File: src/rtl/linear_layer_srl_fifo.sv
// Shift-register FIFO: writes shift storage up by one, reads select the oldest
// entry by occupancy. Occupancy, flags and sticky error bits are all registered.
module linear_layer_srl_fifo #(
    parameter int DATA_WIDTH = 8,
    parameter int DEPTH      = 4,
    parameter int ADDR_WIDTH = 2,
    parameter int AF_THRESH  = 3
) (
    input  logic                  clk,
    input  logic                  reset,
    input  logic                  if_write_ce,
    input  logic                  if_write,
    input  logic [DATA_WIDTH-1:0] if_din,
    output logic                  if_full_n,
    input  logic                  if_read_ce,
    input  logic                  if_read,
    output logic [DATA_WIDTH-1:0] if_dout,
    output logic                  if_empty_n,
    input  logic                  flush,
    input  logic                  err_clr,
    output logic [ADDR_WIDTH:0]   count,
    output logic                  almost_full,
    output logic                  ovf_err,
    output logic                  udf_err
);

    localparam int CNT_W = ADDR_WIDTH + 1;

    logic [DATA_WIDTH-1:0] mem_q [DEPTH];
    logic [CNT_W-1:0]      count_q, count_d;
    logic                  full_n_q, empty_n_q, af_q, ovf_q, udf_q;
    logic                  wr_acc, rd_acc, ovf_set, udf_set;
    logic [ADDR_WIDTH-1:0] rd_idx;

    assign wr_acc  = if_write & if_write_ce & full_n_q;
    assign rd_acc  = if_read  & if_read_ce  & empty_n_q;
    assign ovf_set = if_write & if_write_ce & ~full_n_q;
    assign udf_set = if_read  & if_read_ce  & ~empty_n_q;

    // NOTE: every variable driven in always_comb gets a default first, so no latch is inferred.
    always_comb begin
        count_d = count_q;
        if (wr_acc && !rd_acc) begin
            count_d = count_q + CNT_W'(1);
        end else if (rd_acc && !wr_acc) begin
            count_d = count_q - CNT_W'(1);
        end
    end

    // NOTE: storage carries no reset; occupancy alone decides which entries are valid.
    always_ff @(posedge clk) begin
        if (wr_acc) begin
            for (int i = DEPTH - 1; i > 0; i--) begin
                mem_q[i] <= mem_q[i-1];
            end
            mem_q[0] <= if_din;
        end
    end

    // NOTE: sequential state uses non-blocking assignments only.
    always_ff @(posedge clk) begin
        if (reset) begin
            count_q   <= '0;
            full_n_q  <= 1'b1;
            empty_n_q <= 1'b0;
            af_q      <= 1'b0;
        end else if (flush) begin
            count_q   <= '0;
            full_n_q  <= 1'b1;
            empty_n_q <= 1'b0;
            af_q      <= 1'b0;
        end else begin
            count_q   <= count_d;
            full_n_q  <= (count_d != CNT_W'(DEPTH));
            empty_n_q <= (count_d != '0);
            af_q      <= (count_d >= CNT_W'(AF_THRESH));
        end
    end

    // Error set wins over a same-cycle clear; flush leaves the sticky bits alone.
    always_ff @(posedge clk) begin
        if (reset) begin
            ovf_q <= 1'b0;
            udf_q <= 1'b0;
        end else begin
            if (ovf_set)      ovf_q <= 1'b1;
            else if (err_clr) ovf_q <= 1'b0;
            if (udf_set)      udf_q <= 1'b1;
            else if (err_clr) udf_q <= 1'b0;
        end
    end

    // Oldest entry sits at index count-1; a mux loop keeps non-power-of-two depths in range.
    assign rd_idx = ADDR_WIDTH'(count_q - CNT_W'(1));

    always_comb begin
        if_dout = '0;
        for (int i = 0; i < DEPTH; i++) begin
            if (rd_idx == ADDR_WIDTH'(i)) begin
                if_dout = mem_q[i];
            end
        end
    end

    assign count       = count_q;
    assign if_full_n   = full_n_q;
    assign if_empty_n  = empty_n_q;
    assign almost_full = af_q;
    assign ovf_err     = ovf_q;
    assign udf_err     = udf_q;

endmodule
File: config.mk
export PLATFORM = sky130hd
export DESIGN_NAME = linear_layer_srl_fifo
export DESIGN_NICKNAME = d
export VERILOG_FILES = /design/src/rtl/linear_layer_srl_fifo.sv
export SDC_FILE = /design/constraint.sdc
export NUM_CORES = 1
export LEC_CHECK = 0
export ABC_AREA = 0
export CAP_MARGIN = 20
export CORE_ASPECT_RATIO = 0.8
export CORE_UTILIZATION = 55
export CTS_CLUSTER_SIZE = 12
export DETAILED_ROUTE_END_ITERATION = 6
export DONT_BUFFER_PORTS = 1
export PLACE_DENSITY_LB_ADDON = 0.05
export SLEW_MARGIN = 0
export SYNTH_ARGS = -nofsm -noshare
export SYNTH_HDL_FRONTEND = slang
export SYNTH_SLANG_ARGS = --single-unit
File: constraint.sdc
create_clock -name clk -period 1.6 [get_ports clk]
set_input_delay 0.32 -clock clk [delete_from_list [all_inputs] [get_ports clk]]
set_output_delay 0.32 -clock clk [all_outputs]
set_load 0.01 [all_outputs]
---- Word-level counts from Yosys, hierarchy flattened ----
Memories as Yosys holds them, arrays and structs flattened.
Index checks and enable logic that the tools add are counted.
storage, ports and cells
  bits in writable memories ............... 32
  latch bits .............................. 0
  input bits .............................. 16
  bits in registers ....................... 8
  memories kept ........................... 1
  output and inout bits ................... 16
  bits in read-only memories .............. 0
memories
  memory  words  bits a word  read ports  clocked after Yosys merged registers in  wr ports  RTL line  source
  mem_q   4      8            4           0                                        4         29        logic [DATA_WIDTH-1:0] mem_q [DEPTH];
operators by class
  $add $sub $neg .......................... 2
  reductions and logical operators ........ 9
  multiply operators ...................... 0
  divide/modulo/power cells ............... 0
  muxes and demuxes ....................... 11
  eq/ne operators ......................... 4
  bitwise gates (word level) .............. 8
  shifts and indexed selects .............. 0
  $lt $le $gt $ge ......................... 1
operators with widths
  operator               number
  $mux W8                4
  $and A1 B1 Y1          6
  $mux W3                2
  $mux W1                5
  $eq A2 B2 Y1 const B   2
  $reduce_bool A2 Y1     2
  $add A3 B1 Y3 const B  1
  $ge A3 B2 Y1 const B   1
  $ne A3 B3 Y1 const B   1
  $reduce_bool A3 Y1     1
  $sub A3 B1 Y3 const B  1
  $eq A2 B1 Y1 const B   1
  $logic_and A1 B1 Y1    2
  $logic_not A1 Y1       2
  $logic_not A2 Y1       1
  $not A1 Y1             2
  $reduce_or A2 Y1       1

---- Logic depth before layout (Yosys ltp) ----
Gate-level depths: netlist of run 1.
  depth after elaboration ................. 7
  mapped depth ............................ 7
  gate-level depth less buffers ........... 7

---- Worst setup path after synthesis of run 1 ----
Ideal clock, no wire load.
  kind .................................... register to output
  from .................................... register count_q[0] (netlist: count[0])
  to ...................................... output port if_dout[4]
  cell stages (with the launch flop) ...... 8
  data arrival time ....................... 1.654 ns
  buffers on the path ..................... 1
  required time ........................... 1.280 ns
  slack ................................... -0.374 ns
  cells stage by stage .................... dfxtp_1 inv_1 ha_1 clkbuf_1 nand3b_1 a21oi_1 a21oi_1 o21ai_0
on the way
  word-level cells in the longest chain between the ends .. 6
  elaborated cells on any way between the ends .. 9
RTL lines
  element                   RTL line  source
  start: declaration        30        logic [CNT_W-1:0] count_q, count_d;
  start signal: assignment  73        count_q <= count_d;
  $sub A3 B1 Y3 *           94        assign rd_idx = ADDR_WIDTH'(count_q - CNT_W'(1));
  $logic_not A2 Y1          99        if (rd_idx == ADDR_WIDTH'(i)) begin
  $mux W8 (3 in a row)      99
  $mux W8 *                 99
  end: declaration          17        output logic [DATA_WIDTH-1:0] if_dout,
Every way passes the cells marked *; elsewhere a longest branch is shown, timed or not.

---- Final worst setup path of run 1 ----
  from .................................... register count_q[0] (netlist: count[0])
  to ...................................... output port if_dout[1]
Same word-level chain as after synthesis.

==> results of run 1 <==
## power breakdown
group | switching (mW) | internal (mW) | leakage, nW
registers | 0.0196 | 1.16 | 0.366
logic | 0.0904 | 0.0616 | 0.257
clock network | 0.329 | 0.461 | 0.0558
## cell usage in the layout (no fill, tap or decap), types with 3 or more instances in the layout
| cell type | synthesis | routed |
|---|---|---|
| a21oi_2 | 0 | 10 |
| o21ai_2 | 0 | 8 |
| clkbuf_8 | 0 | 5 |
| nor2_1 | 3 | 3 |
| a21oi_1 | 16 | 6 |
| nand2_1 | 15 | 15 |
| dfxtp_1 | 8 | 5 |
| buf_4 | 0 | 9 |
| nand3b_1 | 9 | 9 |
| edfxtp_1 | 32 | 32 |
## cells by family after synthesis
family          after synthesis  synth area share (%)
flops                        40                 68.50
simple gates                 39                 13.15
compound gates               36                 12.69
fa+ha+maj                     4                 3.058
buf+inv                       6                 1.376
xor+xnor                      1                0.5353
mux                           1                0.6880
## metal layers
metal  vias to the layer above  share of wire (%)  routed length (um)
met2                        39                 45                1267
met5                         -                  0                   0
met3                        12                5.5                 156
met4                         0                3.3                  95
li1                        506                  -                   -
met1                       476                 47                1321
## area by class of cell
type	count	area, um2
timing repair buffer	12	118.9
sequential	40	1127
tap	38	47.55
clock inverter	3	42.54
fill	187	767.0
multi-input combinational	81	604.3
inverter	2	10.01
clock buffer	5	68.82
## worst paths after layout
check | from | to | cells past startpoint
worst max register to register | count[1] | almost_full | 6
worst max-delay path | count[0] | if_dout[1] | 7
worst min-delay path | reset | ovf_err | 1
worst min register to register | mem_q[2][3] | mem_q[3][3] | 0
## registers in the layout, indices dropped and copies added (netlist names)
signal	cells
count	3
ovf_err	1
almost_full	1
if_empty_n	1
mem_q	32
if_full_n	1
udf_err	1
## metrics by stage
step                      utilization, %  cells  setup WS, ps  setup TNS [ps]  power [mW]
after floorplan                        -    127         5.887               0       1.293
after global placement             64.62    171         11.28               0       1.327
after detailed placement           64.62    171        -21.67          -39.60       1.336
after CTS                          71.04    180        -226.0           -1715       2.131
after global routing               72.47    181        -321.6           -2491       2.184
final                              72.47    181        -255.6           -1740       2.125
## worst register-to-register path, cell delays in order, from the launching register on
cell and delay [ps]:
dfxtp_2 340, inv_2 50, buf_4 140, ha_1 380, mux2_2 350, o21ai_0 190, a21boi_1 100
## timing repair
action                                  in CTS  in global routing
cloned                                       0                  0
gates resized for setup                     15                 11
endpoints found under the setup margin       9                 13
pin swaps                                    7                  7
buffers inserted                             1                  1
==> flow_summary.json, run 1 <==
{
  "worstPathMaxFanout": 12,
  "critPathSlowestCell": "dfxtp_4",
  "fin_crit_ps": 1856,
  "place.port_buffers": 0,
  "maxCapViolCount": 0,
  "setup_violations": 9,
  "die_x_um": 62.99,
  "n_antenna_cell": 0,
  "holdWs_ps": 85.51,
  "p_leak_nw": 0.6791,
  "final-hold-violation-count": 0,
  "criticalPathCategory": "register to output port",
  "crit_path_end_kind": "output port",
  "max_stage_delay_ps": 370,
  "max-vdd-ir-drop_mv": 0.8893,
  "nets": 162,
  "syn_avg_cell_area_um2": 12.89,
  "cp.required_ps": 1280,
  "synth_most_common_cell": "edfxtp_1",
  "yosys-top-cells-area": "edfxtp_1, dfxtp_1, a21oi_1",
  "syn_to_final_growth_pct": 23.39,
  "yosysSeqAreaShare_pct": 68.50,
  "finClkSkew_ps": 10.82,
  "ctsHoldBuffers": 0,
  "max_freq_mhz": 538.9,
  "synth_top_cell_area_share_pct": 58.72,
  "grt_pass1_vias": 965,
  "violations": "negative setup slack",
  "root_buffer": "clkbuf_8",
  "synth-seq-cells": 40,
  "use_met2_pct": 28.85,
  "ys_types": 30,
  "clock-sinks": 40,
  "clk_pin_slew_ps": 80,
  "htreeDepth": 2,
  "drive_above_1_share_pct": 35.66,
  "ant_nets": 0,
  "grtUsageTotal_pct": 19.54,
  "worstMarginPinSlew_ps": 382.0,
  "die_h_um": 50.79,
  "synthArstFlopShare_pct": 0,
  "start_kind": "register",
  "io_pins": 32,
  "core_mm2": 0.002786,
  "dpl.hpwl_mm": 2.029,
  "slew_violations": 0,
  "relSlewSlack_pct": 74.38,
  "path_buf_inv": 2,
  "ys.warnings.count": 0,
  "status": "finished, violations left",
  "crit_chain": "inv_4, ha_4, buf_4, nand2_1, a21oi_2, a21oi_2, o21ai_2",
  "dr.pass1.iters": 4,
  "yosys_most_used_dff": "edfxtp_1",
  "grtUsageMet3_pct": 5.227,
  "routedWlPerCell_um": 15.69,
  "cp_data_arrival_time_ps": 1540,
  "row_count": 17,
  "met1_usage_pct": 25.08,
  "synth.cells.most_frequent": "edfxtp_1, a21oi_1, nand2_1, o21ai_0, nand3b_1",
  "clockBufferDepth": 2,
  "numCtsBuffers": 5,
  "cts_tree": "done",
  "grt-busiest-layer": "met2",
  "vias_per_cell": 5.707,
  "grt.overflow.total": 0,
  "die_area_mm2": 0.003199,
  "routed_wl_mm": 2.840,
  "finalCritPeriodShare_pct": 116.0,
  "dr.first_iter.drc_count": 34,
  "synthCells": 127,
  "clock_latency_ps": 290,
  "placed_area_mm2": 0.001800,
  "synth_edf_count": 32,
  "cp_top_family": "compound AO/OA/AOI/OAI gates",
  "grt_pass1_wl_mm": 4.388,
  "critPathMostFrequentCell": "a21oi_2",
  "syn_area_mm2": 0.001637,
  "powerDensity_mw_per_mm2": 1052,
  "antenna_found_initial": 0,
  "synth_area_leader_cell": "edfxtp_1",
  "drc": 0,
  "vias": 1033,
  "fin_ws_ps": -255.6,
  "hp-class": "input port to register",
  "gp_congestion": 0.7486,
  "initial_core_util_pct": 58.73,
  "r2r_setup_slack_ps": -50,
  "grt_max_degree": 33,
  "grt_setup_unrepaired": "yes",
  "synthesis.nets": 147,
  "final_cell_area_mm2": 0.002019
}
(Power assumes the default switching activity.)
==> run 2: changes to the inputs <==
CORE_UTILIZATION = 61   (was 55)
clock period = 1.9 ns   (was 1.6 ns; I/O delays follow)
==> flow_summary.json, run 2 (synthesis results as in run 1) <==
{
  "status": "finished, violations left",
  "violations": "negative setup slack",
  "numCtsBuffers": 5,
  "r2r_setup_slack_ps": 60,
  "final_cell_area_mm2": 0.002058,
  "multi_input_area_um2": 626.9,
  "rr_worst_depth": 7,
  "criticalPathCategory": "register to output port",
  "largest_reg_flops": 32,
  "drc": 0,
  "routed_wl_mm": 3.440,
  "clock-sinks": 40,
  "grt_setup_unrepaired": "yes",
  "final_common_cell": "edfxtp_1",
  "start_kind": "register",
  "final_core_util_pct": 82.25,
  "hp-class": "input port to register",
  "worstPathMaxFanout": 8,
  "io_pins": 32,
  "seq_area_mm2": 0.001126,
  "fin_ws_ps": -197.0,
  "dpl.hpwl_mm": 1.801,
  "slew_violations": 0,
  "final_cell_mix": "edfxtp_1, buf_4, nand2_1",
  "grt_max_degree": 33,
  "clk_pin_slew_ps": 110,
  "final-hold-violation-count": 0,
  "hold_path_depth": 1,
  "cp.required_ps": 1520,
  "cts_tree": "done",
  "fin_crit_ps": 2097,
  "ant_nets": 0,
  "crit_path_end_kind": "output port",
  "initial_core_util_pct": 65.40,
  "max-vdd-ir-drop_mv": 0.5839,
  "vias_per_cell": 5.952,
  "syn_to_final_growth_pct": 25.76,
  "routedWlPerCell_um": 18.20,
  "gp_congestion": 0.7538,
  "finClkSkew_ps": 9.469,
  "row_count": 16,
  "num-fill-cells": 124,
  "die_area_mm2": 0.002895,
  "dr.pass1.iters": 4,
  "powerDensity_mw_per_mm2": 745.9,
  "n_antenna_cell": 0,
  "nets": 172,
  "clockBufferDepth": 2,
  "relSlewSlack_pct": 64.33,
  "holdWs_ps": 92.73,
  "vias": 1125,
  "finalCritPeriodShare_pct": 110.4,
  "p_leak_nw": 0.6928,
  "maxCapViolCount": 0,
  "root_buffer": "clkbuf_4",
  "cp_data_arrival_time_ps": 1720,
  "grt.overflow.total": 0,
  "die_x_um": 59.91,
  "clock_latency_ps": 350,
  "drive_above_1_share_pct": 37.25,
  "antenna_found_initial": 0,
  "worstMarginPinSlew_ps": 526.7,
  "core_mm2": 0.002502,
  "max_freq_mhz": 476.9,
  "die_h_um": 48.33,
  "htreeDepth": 2,
  "placed_area_mm2": 0.001770,
  "place.port_buffers": 0,
  "finalSetupTns_ps": -1404,
  "grtUsageTotal_pct": 25.07,
  "grt_pass1_vias": 975,
  "largest_register": "mem_q",
  "grt_pass1_wl_mm": 4.905,
  "dr.first_iter.drc_count": 21,
  "setup_violations": 8
}
## run 2: per-layer routing
layer / global-route usage (%) / wire length (um) / vias up
met5: 0 / 0 / -
met4: 10.47 / 73 / 0
met3: 10.16 / 298 / 7
met2: 35.74 / 1536 / 55
met1: 34.08 / 1532 / 534
li1: - / - / 529
## run 2: report_power, final
part	switching [mW]	internal, mW
Sequential	0.0192	0.979
Combinational	0.0801	0.0676
Clock	0.247	0.142
## run 2: worst paths after layout
check              startpoint           to
setup / recovery     count[0]   if_dout[6]
hold / removal          reset      ovf_err
setup reg to reg     count[0]  almost_full
hold reg to reg   mem_q[2][2]  mem_q[3][2]
## run 2: layout make-up
class	instances	share of cell area, %
Timing Repair Buffer	22	9.909
Sequential cell	40	54.71
Clock inverter	1	0.1824
Clock buffer	7	2.188
Inverter	2	0.3647
Multi-Input combinational cell	81	30.46
Tap cell	36	2.188
## run 2: critical path: stages, from the launching register on
cell and delay (ps):
dfxtp_2 380, inv_2 60, ha_4 190, buf_6 120, nor2b_4 120, a22oi_2 60, nor2_1 150, a21oi_2 40
o21ai_1 110, buf_4 130
## run 2: stage by stage
stage,total power [mW],setup WS (ps),instances
3_3_place_gp,1.115,79.10,171
2_1_floorplan,1.082,34.64,127
6_report,1.535,-197.0,189
5_1_grt,1.592,-289.3,189
3_5_place_dp,1.120,12.61,171
4_1_cts,1.520,-150.2,187
## run 2: timing repair
action	4_1_cts	5_1_grt
gates resized for setup	38	10
pin swaps	9	7
setup endpoints to repair	8	8
buffers inserted	8	2
hold buffers	0	0
==> run 3: changes to the inputs <==
CORE_MARGIN = 4   (was not set)
==> flow_summary.json, run 3 (synthesis results as in run 1) <==
{
  "die_area_mm2": 0.003581,
  "clk_pin_slew_ps": 110,
  "largest_register": "mem_q",
  "criticalPathCategory": "register to output port",
  "start_kind": "register",
  "p_leak_nw": 0.6806,
  "grtUsageTotal_pct": 19.38,
  "fin_crit_ps": 2080,
  "timing.rr.end": "almost_full",
  "grt_pass1_wl_mm": 4.857,
  "crit_path_end_kind": "output port",
  "grt_setup_unrepaired": "yes",
  "worstMarginPinSlew_ps": 405.3,
  "n_antenna_cell": 0,
  "initial_core_util_pct": 65.40,
  "core_mm2": 0.002502,
  "max_freq_mhz": 480.8,
  "max-vdd-ir-drop_mv": 0.6007,
  "setup_violations": 8,
  "highest_layer": "met4",
  "placed_area_mm2": 0.001778,
  "grt.overflow.total": 0,
  "clock-sinks": 40,
  "routedWlPerCell_um": 16.71,
  "largest_reg_flops": 32,
  "drc": 0,
  "cp_data_arrival_time_ps": 1700,
  "final-hold-violation-count": 0,
  "grt_max_degree": 20,
  "hold_path_depth": 1,
  "power_mw": 1.521,
  "worstHoldStart": "reset",
  "syn_to_final_growth_pct": 22.55,
  "hp-class": "input port to register",
  "dr_wl_met3_um": 206,
  "fin_ws_ps": -180.1,
  "place.port_buffers": 0,
  "rr_worst_depth": 6,
  "dpl.hpwl_mm": 1.948,
  "final_common_cell": "edfxtp_1",
  "ctsHoldBuffers": 0,
  "finalSetupTns_ps": -1149,
  "dr.first_iter.drc_count": 41,
  "final_cell_area_mm2": 0.002006,
  "whs_endpoint": "ovf_err",
  "finClkSkew_ps": 8.857,
  "finalCritPeriodShare_pct": 109.5,
  "row_count": 16,
  "r2r_setup_slack_ps": 120,
  "htreeDepth": 2,
  "routed_wl_mm": 3.125,
  "gp_congestion": 0.7874,
  "relSlewSlack_pct": 72.28,
  "clockBufferDepth": 2,
  "vias": 1067,
  "vias_per_cell": 5.706,
  "antenna_found_initial": 0,
  "root_buffer": "clkbuf_4",
  "cp.required_ps": 1520,
  "numCtsBuffers": 5,
  "slew_violations": 0,
  "status": "finished, violations left",
  "io_pins": 32,
  "cts_tree": "done",
  "met1_length_mm": 1.459,
  "maxCapViolCount": 0,
  "final_cell_mix": "edfxtp_1, nand2_1, buf_4",
  "ant_nets": 0,
  "dr.pass1.iters": 4,
  "grt_pass1_vias": 1026,
  "r2r_start": "count[1]",
  "nets": 170,
  "drive_above_1_share_pct": 32.45,
  "violations": "negative setup slack",
  "wl_met2_mm": 1.408,
  "worstPathMaxFanout": 4,
  "die_h_um": 54.33,
  "die_x_um": 65.91,
  "clock_latency_ps": 340,
  "powerDensity_mw_per_mm2": 758.3
}
-- run 3: critical path: stages, from the launching register on --
cell and delay, ps:
dfxtp_4 380, buf_6 120, ha_4 170, nor2b_4 130
a22oi_2 140, nor2_1 60, a21oi_1 140, o21ai_1 70
buf_4 150
-- run 3: how the worst max path moves through the flow --
stage	startpoint	cells after the start	slack (ps)	endpoint
floorplan	count[1]	5	30	if_dout[6]
global placement	count[0]	8	70	if_dout[6]
detailed placement	count[0]	7	10	if_dout[0]
CTS	count[0]	9	-140	if_dout[6]
global route	count[0]	9	-300	if_dout[7]
finish	count[0]	8	-180	if_dout[6]
-- run 3: timing repair --
action,in CTS,in global routing
pin swaps,9,4
setup endpoints to repair,8,8
setup buffers,7,0
gates resized for setup,36,5
cloned,0,0
-- run 3: area by class of cell --
| type | count | area (um2) |
|---|---|---|
| Clock buffer | 7 | 45.04 |
| Inverter | 2 | 10.01 |
| Tap cell | 36 | 45.04 |
| Multi-Input combinational cell | 81 | 588.1 |
| Timing Repair Buffer | 20 | 185.2 |
| Sequential cell | 40 | 1129 |
| Fill cell | 156 | 496.7 |
| Clock inverter | 1 | 3.754 |
-- run 3: report_power, final --
part | switching (mW) | leakage [nW] | internal [mW]
clock network | 0.248 | 0.0269 | 0.142
registers | 0.0183 | 0.367 | 0.978
logic | 0.0729 | 0.287 | 0.0617
total | 0.339 | 0.681 | 1.18
-- run 3: layer usage --
metal  vias to the layer above  global-route usage, %
li1                        524                      -
met1                       503                  25.82
met2                        34                  29.95
met3                         6                  5.749
met4                         0                  8.276
met5                         -                      0
-- run 3: metrics by stage --
| step | utilization [%] | instances | hold WS, ps | worst slack, ps |
|---|---|---|---|---|
| after floorplan | - | 127 | 426.6 | 34.64 |
| after global placement | 71.05 | 172 | 430.7 | 71.60 |
| after detailed placement | 71.05 | 172 | 435.0 | 11.29 |
| after CTS | 79.35 | 187 | 81.48 | -141.2 |
| after global routing | 80.15 | 187 | 74.23 | -296.6 |
| final | 80.15 | 187 | 93.83 | -180.1 |
